## src/rtl/avst_width_upconverter.sv

```systemverilog
// Avalon-ST width upconverter: packs K = DATA_OUT_W/DATA_IN_W beats per word.
// Optional protocol check (src_error_o) enabled by AVST_UPCONV_PROTOCOL_CHECK_EN.
module avst_width_upconverter #(
    parameter int DATA_IN_W   = 64,
    parameter int DATA_OUT_W  = 128,
    parameter int CHANNEL_W   = 10,
    parameter int EMPTY_IN_W  = (DATA_IN_W / 8 > 1) ? $clog2(DATA_IN_W / 8) : 1,
    parameter int EMPTY_OUT_W = (DATA_OUT_W / 8 > 1) ? $clog2(DATA_OUT_W / 8) : 1
) (
    input  logic                   clk_i,
    input  logic                   rst_ni,
    input  logic [DATA_IN_W-1:0]   snk_data_i,
    input  logic                   snk_startofpacket_i,
    input  logic                   snk_endofpacket_i,
    input  logic [EMPTY_IN_W-1:0]  snk_empty_i,
    input  logic [CHANNEL_W-1:0]   snk_channel_i,
    input  logic                   snk_valid_i,
    output logic                   snk_ready_o,
    output logic [DATA_OUT_W-1:0]  src_data_o,
    output logic                   src_startofpacket_o,
    output logic                   src_endofpacket_o,
    output logic [EMPTY_OUT_W-1:0] src_empty_o,
    output logic [CHANNEL_W-1:0]   src_channel_o,
    output logic                   src_valid_o,
    input  logic                   src_ready_i
`ifdef AVST_UPCONV_PROTOCOL_CHECK_EN
    ,
    output logic                   src_error_o
`endif
);

    localparam int K        = DATA_OUT_W / DATA_IN_W;
    localparam int CNT_W    = (K > 1) ? $clog2(K) : 1;
    localparam int BYTES_IN = DATA_IN_W / 8;

    typedef enum logic {COLLECT, HOLD} state_e;

    state_e                 state_q, state_d;
    logic [CNT_W-1:0]       cnt_q, cnt_d;
    logic [DATA_OUT_W-1:0]  data_q, data_d;
    logic                   sop_q, sop_d;
    logic                   eop_q, eop_d;
    logic [EMPTY_OUT_W-1:0] empty_q, empty_d;
    logic [CHANNEL_W-1:0]   ch_q, ch_d;
    logic [CNT_W-1:0]       lane;
    logic                   acc;
    logic                   last;
`ifdef AVST_UPCONV_PROTOCOL_CHECK_EN
    logic                   err_q, err_d;
    logic                   in_pkt_q, in_pkt_d;
    logic                   viol;
`endif

    // In HOLD an accepted beat always starts the next word at lane 0.
    always_comb begin
        state_d     = state_q;
        cnt_d       = cnt_q;
        data_d      = data_q;
        sop_d       = sop_q;
        eop_d       = eop_q;
        empty_d     = empty_q;
        ch_d        = ch_q;
        lane        = (state_q == HOLD) ? '0 : cnt_q;
        snk_ready_o = (state_q == COLLECT) | src_ready_i;
        acc         = snk_valid_i & snk_ready_o;
        last        = (int'(lane) == K - 1) | snk_endofpacket_i;
`ifdef AVST_UPCONV_PROTOCOL_CHECK_EN
        err_d       = err_q;
        in_pkt_d    = in_pkt_q;
        viol        = in_pkt_q ? snk_startofpacket_i : ~snk_startofpacket_i;
        if (lane != '0 && snk_channel_i != ch_q) viol = 1'b1;
`endif
        if (acc) begin
            if (lane == '0) begin
                data_d  = '0;
                sop_d   = snk_startofpacket_i;
                ch_d    = snk_channel_i;
                eop_d   = 1'b0;
                empty_d = '0;
            end
            for (int k = 0; k < K; k++) begin
                if (lane == CNT_W'(k))
                    data_d[DATA_OUT_W-1-k*DATA_IN_W -: DATA_IN_W] = snk_data_i;
            end
            if (snk_endofpacket_i) begin
                eop_d   = 1'b1;
                empty_d = EMPTY_OUT_W'((K - 1 - int'(lane)) * BYTES_IN
                                       + int'(snk_empty_i));
            end
            if (last) begin
                state_d = HOLD;
                cnt_d   = '0;
            end else begin
                state_d = COLLECT;
                cnt_d   = lane + CNT_W'(1);
            end
`ifdef AVST_UPCONV_PROTOCOL_CHECK_EN
            err_d    = (lane == '0) ? viol : (err_q | viol);
            in_pkt_d = ~snk_endofpacket_i;
`endif
        end else if (state_q == HOLD && src_ready_i) begin
            state_d = COLLECT;
            cnt_d   = '0;
        end
    end

    // State and word registers; reset discards any partial word.
    always_ff @(posedge clk_i or negedge rst_ni) begin
        if (!rst_ni) begin
            state_q  <= COLLECT;
            cnt_q    <= '0;
            data_q   <= '0;
            sop_q    <= 1'b0;
            eop_q    <= 1'b0;
            empty_q  <= '0;
            ch_q     <= '0;
`ifdef AVST_UPCONV_PROTOCOL_CHECK_EN
            err_q    <= 1'b0;
            in_pkt_q <= 1'b0;
`endif
        end else begin
            state_q  <= state_d;
            cnt_q    <= cnt_d;
            data_q   <= data_d;
            sop_q    <= sop_d;
            eop_q    <= eop_d;
            empty_q  <= empty_d;
            ch_q     <= ch_d;
`ifdef AVST_UPCONV_PROTOCOL_CHECK_EN
            err_q    <= err_d;
            in_pkt_q <= in_pkt_d;
`endif
        end
    end

    assign src_data_o          = data_q;
    assign src_startofpacket_o = sop_q;
    assign src_endofpacket_o   = eop_q;
    assign src_empty_o         = empty_q;
    assign src_channel_o       = ch_q;
    assign src_valid_o         = (state_q == HOLD);
`ifdef AVST_UPCONV_PROTOCOL_CHECK_EN
    assign src_error_o         = err_q;
`endif

endmodule

```

## config.mk

```make
export PLATFORM = sky130hd
export DESIGN_NAME = avst_width_upconverter
export DESIGN_NICKNAME = d
export VERILOG_FILES = /design/src/rtl/avst_width_upconverter.sv
export SDC_FILE = /design/constraint.sdc
export NUM_CORES = 1
export LEC_CHECK = 0
export CAP_MARGIN = 20
export CORE_UTILIZATION = 41
export CTS_BUF_LIST = sky130_fd_sc_hd__clkbuf_4
export DETAILED_ROUTE_END_ITERATION = 8
export PLACE_DENSITY_LB_ADDON = 0.25
export SLEW_MARGIN = 20
export SYNTH_ARGS = -nofsm -noshare
export SYNTH_HDL_FRONTEND = slang
export SYNTH_SLANG_ARGS = --single-unit
```

## constraint.sdc

```tcl
create_clock -name clk_i -period 1.6 [get_ports clk_i]
set_clock_uncertainty 0.2 [all_clocks]
set_input_delay 0.16 -clock clk_i [delete_from_list [all_inputs] [get_ports clk_i]]
set_output_delay 0.16 -clock clk_i [all_outputs]
set_load 0.05 [all_outputs]
```

==> out/summary.log, run 1 <==
INFO  synthesis      post_synth_net_total=552
INFO  clocking       htree_num_levels=4
INFO  global_route   grt_remaining_overflow=0
INFO  critical_path  critPathArrivalTime=2.05ns
INFO  synthesis      ys_warn_count=0
INFO  global_route   grt_usage=28.8%
INFO  clocking       clock_insertion_delay_worst_skew=0.53ns
INFO  die            initial_core_utilization=42.4%
INFO  global_route   number_of_antenna_violations_at_the_first_check_in_global_routing=2
INFO  synthesis      synth_sequential_area_ratio=61.6%
INFO  cells_and_area area_overhead_vs_synth=90.9%
INFO  drt            postRouteAntennaNets=0
INFO  global_route   grt_pass1_vias=5,534
INFO  synthesis      synth_area_leader_cell=dfrtp_1
INFO  run_status     result_of_the_run=complete, but fails checks
INFO  drt            vias=5,127
INFO  sta            post-route-worst-setup-slack=-0.226ns
INFO  clocking       clock_transition_at_path_regs=0.12ns
INFO  die            ios=229
INFO  synthesis      ys_types=23
INFO  clocking       clock_sink_count=146
INFO  drt            totalWireLength=21,100microns
INFO  synthesis      post_synth_main_area_contributors=dfrtp_1, mux2_4, mux2_2, nand4_1, inv_1
INFO  run            drv.max_cap_violation_count=0
INFO  place          hpwlAfterDp=12,500microns
INFO  cells_and_area nNetsFinal=852
INFO  drt            drc_errors=0
INFO  power_and_ir_drop power.ir.vdd_worst=815uV
INFO  power_and_ir_drop power-per-cell-area=1220mW/mm^2
INFO  hold_path      hold_path.class=input pin to register
INFO  critical_path  endpoint_kind=register
INFO  die            core.rowCount=43
INFO  clocking       number_of_buffers_inserted_during_clock_tree_synthesis=17
INFO  clocking       cts-root-buf=clkbuf_4
INFO  sta            timing_hold_violations_final=0
INFO  synthesis      ys.flop_type=dfrtp_1
INFO  global_route   grt_pass1_wl=31,600microns
INFO  synthesis      synth_edf_count=0
INFO  clocking       maximum_clock_path_buffer_count=2
INFO  die            die_w=122microns
INFO  critical_path  critPathMaxFanout=8
INFO  global_route   grt_max_degree=42
INFO  die            core-area=0.0140sqmm
INFO  critical_path  critPathKind=register to register
INFO  drt            drt_first_iter_violations=472
INFO  sta            worst-slew-pin-transition=0.435ns
INFO  cells_and_area drive_gt1_share=40.9%
INFO  cells_and_area multi_input_area=0.00201sqmm
INFO  sta            fmax=548MHz
INFO  die            die-area=0.0150sqmm
INFO  sta            slew_violations=0
INFO  synthesis      avgSynthCellArea=12.7squm
INFO  drt            detail_route.wl_per_cell=21.9microns
INFO  sta            slew-limit-headroom=71.0%
INFO  drt            firstDrtPassIters=7
INFO  synthesis      synth_cells=469
INFO  sta            layout_min_cycle_time=1.83ns
INFO  sta            final.hold.worst_slack=0.0396ns
INFO  cells_and_area ff_latch_area=0.00365sqmm
INFO  clocking       clock_tree_from_tritoncts=yes
INFO  synthesis      synth_async_sr_flop_share=100%
INFO  synthesis      area_share_of_the_leading_cell_type_in_the_synthesized_netlist=61.6%
INFO  drt            routed_via_density=5.33
INFO  die            die_h=122microns
INFO  synthesis      postSynthRegisterBits=146
INFO  cells_and_area nFillCells=765
INFO  run_status     violations=setup timing
INFO  sta            fin_crit_sh=114%
INFO  critical_path  cp.required=1.83ns
INFO  cells_and_area finalCoreUtilization=81.0%
INFO  place          io_buffers=228
INFO  synthesis      synth_cell_area=0.00593sqmm
INFO  power_and_ir_drop power.leakage=5.13nW
INFO  synthesis      synth_top_cells_by_count=dfrtp_1, inv_1, nand4_1
INFO  place          gp_congestion=0.792
INFO  critical_path  start_kind=register
INFO  synthesis      synth.most_common_cell=dfrtp_1
INFO  sta            rsz0062_at_grt=true
INFO  sta            final-setup-viol-count=147
## state kept, by name (all words and copies together) (netlist names)
| name | count |
|---|---|
| src_data_o | 128 |
| src_valid_o | 1 |
| src_endofpacket_o | 1 |
| src_startofpacket_o | 1 |
| src_channel_o | 10 |
| cnt_q | 1 |
| src_empty_o | 4 |
## stage by stage
step / area (sq um) / setup slack (ns) / std cells / total power, mW / TNS [ns]
after detailed placement: 9840 / -0.362 / 863 / 10.8 / -38.91
after floorplan: 5990 / -0.159 / 469 / 7.64 / -10.85
after CTS: 11100 / -0.197 / 954 / 13.7 / -18.44
final: 11300 / -0.226 / 962 / 13.8 / -20.33
after global routing: 11300 / -0.304 / 962 / 14.3 / -29.35
after global placement: 9840 / -0.292 / 863 / 10.7 / -36.79
## worst paths after layout
check / to / slack, ns / startpoint / cells after the start
max: src_data_o[88] / -0.23 / src_valid_o / 6
min: src_data_o[9] / 0.04 / snk_data_i[9] / 3
max reg2reg: src_data_o[88] / -0.23 / src_valid_o / 6
min reg2reg: src_channel_o[4] / 0.33 / src_channel_o[4] / 1
max in group asynchronous: src_data_o[116] / 0.21 / rst_ni / 4
min in group asynchronous: src_data_o[30] / 0.42 / rst_ni / 3
## critical path, stage by stage (launching register included)
cell and delay (ns):
dfrtp_2 0.45, buf_6 0.13, nand2b_4 0.15, nand3_4 0.12, buf_12 0.18, clkbuf_16 0.19
mux2_4 0.30
## area by class of cell
cell class,count,area share [%]
Clock inverter,13,1.28
Antenna cell,2,0.0442
Multi-Input combinational cell,220,17.8
Sequential cell,146,32.3
Tap cell,180,1.99
Timing Repair Buffer,320,43.4
Clock buffer,17,1.13
Inverter,64,2.12
## routing by layer
| metal | wire length, microns | up-vias | global-route usage (%) |
|---|---|---|---|
| met5 | 0 | - | 0 |
| met4 | 546 | 0 | 11.0 |
| met3 | 1570 | 44 | 8.64 |
| met2 | 10900 | 259 | 48.8 |
| met1 | 8100 | 2583 | 34.4 |
| li1 | - | 2241 | - |
## layout by cell type (no fill, tap or decap)
cell type / n
nand2b_4: 2
o21ai_1: 63
bufbuf_16: 1
a32o_2: 2
nor3b_1: 1
buf_12: 145
nand3_1: 1
o21ai_0: 1
mux2_4: 75
nand2_1: 1
o2bb2ai_1: 1
and2_4: 1
buf_8: 1
dfrtp_2: 1
o21ai_2: 2
clkinv_1: 3
o211ai_1: 1
clkinv_4: 1
clkbuf_16: 5
clkbuf_4: 17
nand4_1: 64
clkdlybuf4s50_1: 80
buf_2: 1
a22o_1: 2
nand3_4: 1
buf_16: 12
bufinv_16: 3
dlygate4sd3_1: 33
clkinvlp_4: 2
dfrtp_1: 145
buf_6: 16
a32o_1: 1
diode_2: 2
clkinv_2: 4
buf_4: 26
and2b_4: 1
inv_1: 64
## logic make-up (layout without fill, tap and decap cells)
group | count (synthesis) | count (layout) | share of synthesized area, %
AOI/OAI and AO/OA | 73 | 73 | 6.64
muxes | 75 | 75 | 16.7
DFF | 146 | 146 | 61.6
other | 0 | 2 | 0
buffers and inverters | 103 | 414 | 7.46
and+or+nand+nor | 72 | 72 | 7.63
## power breakdown
part / switching [mW] / leakage, nW / internal, mW
clock: 1.29 / 0.145 / 1.04
combinational: 3.24 / 3.15 / 3.38
sequential: 0.641 / 1.84 / 4.26
## what timing repair did
item,in CTS,in global routing
setup endpoints to repair,113,149
resized for setup,98,23
hold endpoints to repair,204,2
pin swaps,40,26
hold buffers,31,2
gates cloned,13,5
buffers inserted,17,3
Note: power is estimated with default switching activity, not from simulation.
==> run 2, diff against run 1 <==
--- a/config.mk
+++ b/config.mk
@@ -9,6 +9,7 @@
 export CORE_UTILIZATION = 41
 export CTS_BUF_LIST = sky130_fd_sc_hd__clkbuf_4
 export DETAILED_ROUTE_END_ITERATION = 8
+export MAX_ROUTING_LAYER = met4
 export PLACE_DENSITY_LB_ADDON = 0.25
 export SLEW_MARGIN = 20
 export SYNTH_ARGS = -nofsm -noshare
==> run 2 against run 1 <==
Routed wire length up 0.56%. Hold slack better by 0.0024 ns. Clock-buffer cell count unchanged. Combinational power about the same. Critical path type unchanged. Final area up 0.19%. Critical endpoint unchanged. The run still ends with setup timing left. Sequential cell count unchanged. Die area unchanged. Largest cell class unchanged. Cell count up 0.21%. First-iteration DRC count up 5.9%. Via count down 0.33%. Sequential share of layout area down 0.060 points. Non-clock buffer count up 2.
==> out/summary.log, run 2 (synthesized netlist as in run 1, its figures left out) <==
INFO  run_status     result_of_the_run=complete, but fails checks [unchanged]
INFO  run_status     violations=setup timing [unchanged]
INFO  drt            drc_errors=0 [unchanged]
INFO  critical_path  critPathMaxFanout=8 [unchanged]
INFO  place          dpl-instance-area=0.00984sqmm [unchanged]
INFO  clocking       cts-root-buf=clkbuf_4 [unchanged]
INFO  global_route   grt_pass1_vias=5,571 [was 5,534]
INFO  place          gp_congestion=0.803 [was 0.792]
INFO  die            initial_core_utilization=42.4% [unchanged]
INFO  place          hpwlAfterDp=12,500microns [unchanged]
INFO  sta            fmax=544MHz [was 548 MHz]
INFO  critical_path  critPathSlowestCell=dfrtp_2 [unchanged]
INFO  clocking       clock_sink_count=146 [unchanged]
INFO  global_route   grt_max_degree=42 [unchanged]
INFO  die            die_w=122microns [unchanged]
INFO  critical_path  start_kind=register [unchanged]
INFO  critical_path  cp.required=1.83ns [about the same]
INFO  power_and_ir_drop clock_power_share=16.8% [about the same]
INFO  sta            layout_min_cycle_time=1.84ns [was 1.83 ns]
INFO  power_and_ir_drop power.ir.vdd_worst=815uV [about the same]
INFO  sta            rsz0062_at_grt=true [unchanged]
INFO  run            drv.max_cap_violation_count=0 [unchanged]
INFO  drt            totalWireLength=21,200microns [was 21,100 microns]
INFO  cells_and_area fin_area=0.0113sqmm [about the same]
INFO  power_and_ir_drop combPwrFrac=47.8% [about the same]
INFO  drt            vias=5,110 [was 5,127]
INFO  clocking       clock_tree_from_tritoncts=yes [unchanged]
INFO  critical_path  critPathArrivalTime=2.07ns [was 2.05 ns]
INFO  clocking       maximum_clock_path_buffer_count=2 [unchanged]
INFO  place          placement.setup.worst_slack=-0.362ns [unchanged]
INFO  critical_path  critPathKind=register to register [unchanged]
INFO  place          io_buffers=228 [unchanged]
INFO  power_and_ir_drop power.share.switching=37.3% [about the same]
INFO  cells_and_area largest_register_ffs=128 [unchanged]
INFO  sta            fin_crit_sh=115% [was 114%]
INFO  critical_path  endpoint_kind=register [unchanged]
INFO  cells_and_area area_overhead_vs_synth=91.2% [was 90.9%]
INFO  die            die-area=0.0150sqmm [unchanged]
INFO  drt            detail_route.wl_per_cell=22.0microns [was 21.9 microns]
INFO  drt            drt_first_iter_violations=500 [was 472]
INFO  global_route   grt_usage=29.7% [was 28.8%]
INFO  drt            postRouteAntennaNets=0 [unchanged]
INFO  sta            slew_violations=0 [unchanged]
INFO  global_route   grt_remaining_overflow=0 [unchanged]
INFO  power_and_ir_drop power-per-cell-area=1220mW/mm^2 [about the same]
INFO  sta            timing_hold_violations_final=0 [unchanged]
INFO  global_route   grt_pass1_wl=31,500microns [was 31,600 microns]
INFO  critical_path  crit_chain=buf_6 -> nand2b_4 -> nand3_4 -> buf_12 -> clkbuf_16 -> mux2_4 [unchanged]
INFO  power_and_ir_drop sw_pwr=5.17mW [was 5.16 mW]
INFO  sta            worst-slew-pin-transition=0.434ns [was 0.435 ns]
INFO  clocking       clock_transition_at_path_regs=0.11ns [was 0.12 ns]
INFO  drt            routed_via_density=5.30 [was 5.33]
INFO  die            die_h=122microns [unchanged]
INFO  power_and_ir_drop power.leakage=5.14nW [was 5.13 nW]
INFO  global_route   number_of_antenna_violations_at_the_first_check_in_global_routing=2 [unchanged]
INFO  sta            final-setup-viol-count=147 [unchanged]
INFO  cells_and_area most-common-layout-cells=dfrtp_1, buf_12, clkdlybuf4s50_1, mux2_4 [unchanged]
INFO  die            core-area=0.0140sqmm [unchanged]
INFO  sta            post-route-worst-setup-slack=-0.238ns [was -0.226 ns]
INFO  die            core.rowCount=43 [unchanged]
INFO  power_and_ir_drop power.internal=8.69mW [was 8.68 mW]
INFO  clocking       number_of_buffers_inserted_during_clock_tree_synthesis=17 [unchanged]
INFO  drt            firstDrtPassIters=5 [was 7]
INFO  clocking       clock_insertion_delay_worst_skew=0.53ns [about the same]
INFO  hold_path      hold_path.class=input pin to register [unchanged]
INFO  power_and_ir_drop power_frac_seq=35.3% [was 35.4%]
INFO  sta            slew-limit-headroom=71.1% [was 71.0%]
INFO  clocking       htree_num_levels=4 [unchanged]
INFO  die            ios=229 [unchanged]
INFO  cells_and_area nNetsFinal=854 [was 852]
INFO  cells_and_area drive_gt1_share=40.9% [about the same]
INFO  critical_path  critPathMaxStageDelay=0.45ns [about the same]
-- run 2: per-layer routing --
| metal | track usage (%) | wire, microns | up-vias |
|---|---|---|---|
| met3 | 8.46 | 1580 | 43 |
| met4 | 10.5 | 580 | 0 |
| met1 | 34.7 | 8180 | 2567 |
| met2 | 49.0 | 10900 | 251 |
| met5 | - | 0 | - |
| li1 | - | - | 2249 |
-- run 2: power by group through the flow --
stage	registers, mW	clock network [mW]	logic (mW)
after floorplan	6.64	0	0.999
after global placement	4.91	0	5.78
after detailed placement	4.95	0	5.87
after CTS	4.89	2.37	6.49
after global routing	4.96	2.53	6.85
final	4.90	2.33	6.63
-- run 2: cell type report --
| class | instances | area, sq um |
|---|---|---|
| Antenna cell | 2 | 5.00 |
| Inverter | 64 | 240 |
| Clock buffer | 17 | 128 |
| Sequential cell | 146 | 3650 |
| Tap cell | 180 | 225 |
| Clock inverter | 13 | 145 |
| Fill cell | 757 | 2640 |
| Multi-Input combinational cell | 220 | 2010 |
| Timing Repair Buffer | 322 | 4940 |
-- run 2: critical path: cells and delay by family (launching register included) --
family	cells	cell delay, ns
and+or+nand+nor	2	0.27
muxes	1	0.30
buffers and inverters	3	0.50
DFF	1	0.45
-- run 2: repair_timing --
item	4_1_cts	5_1_grt
gates cloned	13	5
gates resized for setup	98	24
endpoints found under the hold margin	204	3
pin swaps	40	26
setup endpoints to repair	113	151
hold buffers	31	3
buffers inserted	17	4
-- run 2: metrics by stage --
step | std cells | utilization (%) | hold slack, ns | total power, mW | TNS (ns)
2_1_floorplan | 469 | - | -0.336 | 7.64 | -10.85
3_3_place_gp | 863 | 70.4 | -0.109 | 10.7 | -36.79
3_5_place_dp | 863 | 70.4 | -0.105 | 10.8 | -38.91
4_1_cts | 954 | 79.6 | 0.000207 | 13.7 | -18.44
5_1_grt | 964 | 81.1 | 0.00821 | 14.3 | -29.67
6_report | 964 | 81.1 | 0.0419 | 13.9 | -21.41
-- run 2: path summary, 6_finish.rpt --
check / from / end / slack [ns] / cells past startpoint
max in group asynchronous: rst_ni / src_data_o[116] / 0.22 / 4
max: src_valid_o / src_data_o[88] / -0.24 / 6
min in group asynchronous: rst_ni / src_data_o[30] / 0.42 / 3
min: snk_data_i[1] / src_data_o[1] / 0.04 / 3
max reg2reg: src_valid_o / src_data_o[88] / -0.24 / 6
min reg2reg: src_channel_o[4] / src_channel_o[4] / 0.33 / 1
==> run 3, diff against run 2 <==
--- a/config.mk
+++ b/config.mk
@@ -6,9 +6,12 @@
 export NUM_CORES = 1
 export LEC_CHECK = 0
 export CAP_MARGIN = 20
-export CORE_UTILIZATION = 41
+export CELL_PAD_IN_SITES_DETAIL_PLACEMENT = 0
+export CELL_PAD_IN_SITES_GLOBAL_PLACEMENT = 2
+export CORE_UTILIZATION = 26
 export CTS_BUF_LIST = sky130_fd_sc_hd__clkbuf_4
 export DETAILED_ROUTE_END_ITERATION = 8
+export GPL_ROUTABILITY_DRIVEN = 1
 export MAX_ROUTING_LAYER = met4
 export PLACE_DENSITY_LB_ADDON = 0.25
 export SLEW_MARGIN = 20
==> run 3 against run 2 <==
The run still ends with setup timing left. Register-to-register slack is essentially flat. Non-clock buffer count rose by 4. Clock-buffer cell count up 1. Die area increased by 57%. Critical path depth is the same. First-iteration DRC count is 70% lower.
==> out/summary.log, run 3 (synthesized netlist as in run 1, its figures left out) <==
INFO  run_status     result_of_the_run=complete, but fails checks [unchanged]
INFO  run_status     violations=setup timing [unchanged]
INFO  critical_path  timing.critical_path.to=src_data_o[78] [was src_data_o[88]]
INFO  cells_and_area area_overhead_vs_synth=90.6% [was 91.2%]
INFO  place          io_buffers=228 [unchanged]
INFO  sta            layout_min_cycle_time=1.84ns [about the same]
INFO  global_route   grt_pass1_wl=29,900microns [was 31,500 microns]
INFO  critical_path  cp.required=1.82ns [was 1.83 ns]
INFO  drt            vias=4,849 [was 5,110]
INFO  cells_and_area mostFrequentLayoutCell=buf_12
INFO  critical_path  worst-path-stages=6 [unchanged]
INFO  sta            post-route-worst-setup-slack=-0.237ns [was -0.238 ns]
INFO  place          dpl-instance-area=0.0101sqmm [was 0.00984 sq mm]
INFO  clocking       maximum_clock_path_buffer_count=2 [unchanged]
INFO  clocking       clock_transition_at_path_regs=0.12ns [was 0.11 ns]
INFO  power_and_ir_drop power.ir.vdd_worst=675uV [was 815 uV]
INFO  power_and_ir_drop p_total=13.4mW [was 13.9 mW]
INFO  critical_path  critPathSlowestCell=dfrtp_2 [unchanged]
INFO  sta            fmax=544MHz [about the same]
INFO  sta            final.hold.worst_slack=0.0383ns [was 0.0419 ns]
INFO  global_route   grt_pass1_vias=5,228 [was 5,571]
INFO  drt            firstDrtPassIters=4 [was 5]
INFO  global_route   grt_max_degree=40 [was 42]
INFO  clocking       clock_insertion_delay_worst_skew=0.52ns [was 0.53 ns]
INFO  global_route   grt_usage=17.2% [was 29.7%]
INFO  die            ios=229 [unchanged]
INFO  critical_path  timing.critical_path.max_delay_family=flip-flops [was buffers and inverters]
INFO  drt            totalWireLength=19,600microns [was 21,200 microns]
INFO  drt            detail_route.wl_per_cell=18.3microns [was 22.0 microns]
INFO  die            core.rowCount=54 [was 43]
INFO  cells_and_area most-common-layout-cells=buf_12, dfrtp_1, clkdlybuf4s50_1, o21ai_1 [was dfrtp_1, buf_12, clkdlybuf4s50_1, mux2_4]
INFO  drt            drc_errors=0 [unchanged]
INFO  global_route   grt_remaining_overflow=0 [unchanged]
INFO  sta            worst-slew-pin-transition=0.395ns [was 0.434 ns]
INFO  cells_and_area nFillCells=1,971 [was 757]
INFO  cells_and_area nNetsFinal=858 [was 854]
INFO  sta            fin_crit_sh=115% [about the same]
INFO  power_and_ir_drop power.leakage=4.95nW [was 5.14 nW]
INFO  cells_and_area finalCoreUtilization=51.2% [was 81.1%]
INFO  cells_and_area drive_gt1_share=39.0% [was 40.9%]
INFO  critical_path  start_kind=register [unchanged]
INFO  clocking       htree_num_levels=4 [unchanged]
INFO  die            core-area=0.0221sqmm [was 0.0140 sq mm]
INFO  die            die-area=0.0234sqmm [was 0.0150 sq mm]
INFO  critical_path  crit-reg2reg-capture=src_data_o[78] [was src_data_o[88]]
INFO  critical_path  critPathKind=register to register [unchanged]
INFO  cells_and_area fin_area=0.0113sqmm [about the same]
INFO  critical_path  rrSetupSlack=-0.24ns [about the same]
INFO  hold_path      min_path_cells=3 [unchanged]
INFO  critical_path  rr_worst_depth=6 [unchanged]
INFO  critical_path  crit_chain=buf_6 -> nand2b_4 -> nand3_4 -> buf_4 -> clkbuf_16 -> mux2_2 [was buf_6 -> nand2b_4 -> nand3_4 -> buf_12 -> clkbuf_16 -> mux2_4]
INFO  hold_path      hold_path.class=input pin to register [unchanged]
INFO  run            drv.max_cap_violation_count=0 [unchanged]
INFO  power_and_ir_drop power-per-cell-area=1180mW/mm^2 [was 1220 mW/mm^2]
INFO  place          gp_congestion=0.707 [was 0.803]
INFO  clocking       number_of_buffers_inserted_during_clock_tree_synthesis=17 [unchanged]
INFO  critical_path  reg_to_reg_start=src_valid_o [unchanged]
INFO  place          hpwlAfterDp=13,000microns [was 12,500 microns]
INFO  die            die_h=153microns [was 122 microns]
INFO  clocking       clock_sink_count=146 [unchanged]
INFO  drt            routed_via_density=4.54 [was 5.30]
INFO  global_route   number_of_antenna_violations_at_the_first_check_in_global_routing=2 [unchanged]
INFO  critical_path  worstPathBufferInverterCount=3 [unchanged]
INFO  sta            rsz0062_at_grt=true [unchanged]
INFO  die            die_w=153microns [was 122 microns]
INFO  sta            slew-limit-headroom=73.6% [was 71.1%]
INFO  sta            slew_violations=0 [unchanged]
INFO  critical_path  critPathMaxFanout=6 [was 8]
INFO  clocking       clock_tree_from_tritoncts=yes [unchanged]
INFO  critical_path  critPathArrivalTime=2.06ns [was 2.07 ns]
INFO  sta            setup_tns=-17.74ns [was -21.41 ns]
INFO  critical_path  critPathMaxStageDelay=0.47ns [was 0.45 ns]
INFO  critical_path  endpoint_kind=register [unchanged]
INFO  sta            timing_hold_violations_final=0 [unchanged]
INFO  critical_path  critPathLaunch=src_valid_o [unchanged]
INFO  drt            drt_first_iter_violations=151 [was 500]
INFO  clocking       cts-root-buf=clkbuf_4 [unchanged]
INFO  die            initial_core_utilization=26.9% [was 42.4%]
INFO  drt            postRouteAntennaNets=0 [unchanged]
INFO  cells_and_area largest_register_ffs=128 [unchanged]
INFO  sta            final-setup-viol-count=145 [was 147]
==> run 3: cell types whose count changed in the layout (fill, tap and decap cells not counted), moves of 2 or more <==
cell           previous run  this run
clkinv_2                  4         7
buf_6                    17         9
a32o_1                    1         3
buf_4                    26        19
a32o_2                    2         0
mux2_2                    0        33
o21ai_1                  63        65
mux2_4                   75        42
o21ai_2                   2         0
buf_12                  145       160
buf_16                   12         0
bufinv_16                 3         1
dlygate4sd3_1            34        50
==> run 3: repair_timing <==
action / 4_1_cts / 5_1_grt
setup buffers: 7 / 10
endpoints found under the setup margin: 120 / 145
hold endpoints to repair: 204 / 5
pin swaps: 18 / 31
hold buffers: 45 / 5
resized for setup: 29 / 43
cloned: 4 / 6
==> run 3: through the flow <==
step,setup WS (ns),cells
final,-0.237,1069
after CTS,-0.189,1049
after detailed placement,-0.266,962
after global placement,-0.278,962
after global routing,-0.270,1069
after floorplan,-0.159,469
==> run 3: how the worst min path moves through the flow <==
| stage | from | endpoint | slack (ns) |
|---|---|---|---|
| 3_3_place_gp | rst_ni | src_data_o[118] | -0.11 |
| 2_1_floorplan | rst_ni | cnt_q | -0.34 |
| 5_1_grt | snk_data_i[51] | src_data_o[51] | 0.003 |
| 3_5_place_dp | rst_ni | src_data_o[121] | -0.11 |
| 4_1_cts | snk_channel_i[9] | src_channel_o[9] | 0.001 |
| 6_report | snk_data_i[43] | src_data_o[43] | 0.04 |
==> run 3: report_power, final <==
part           switching [mW]  internal (mW)
clock                    1.32          0.750
combinational            3.10           3.28
sequential              0.644           4.26
total                    5.07           8.29
==> run 3: metal layers <==
metal	part of all wire (%)	track usage (%)	up-vias	routed length, microns
met5	0	-	-	0
met4	1.0	4.43	0	201
met3	5.3	4.99	12	1030
met2	53	28.8	142	10300
met1	41	20.0	2448	8050
li1	-	-	2247	-
==> run 3: area by class of cell <==
cell class,count,area [sq um],share of cell area (%)
antenna,2,5.00,0.0443
clock inverter,13,96.3,0.852
sequential,146,3650,32.3
inverter,64,240,2.12
timing repair buffer,326,4940,43.7
clock buffer,18,135,1.19
tap,280,350,3.10
multi-input combinational,220,1880,16.7
==> run 3: worst register-to-register path, cell delays in order, from the launching register on <==
cell and delay, ns:
dfrtp_2 0.47, buf_6 0.13, nand2b_4 0.14, nand3_4 0.14
buf_4 0.17, clkbuf_16 0.16, mux2_2 0.33
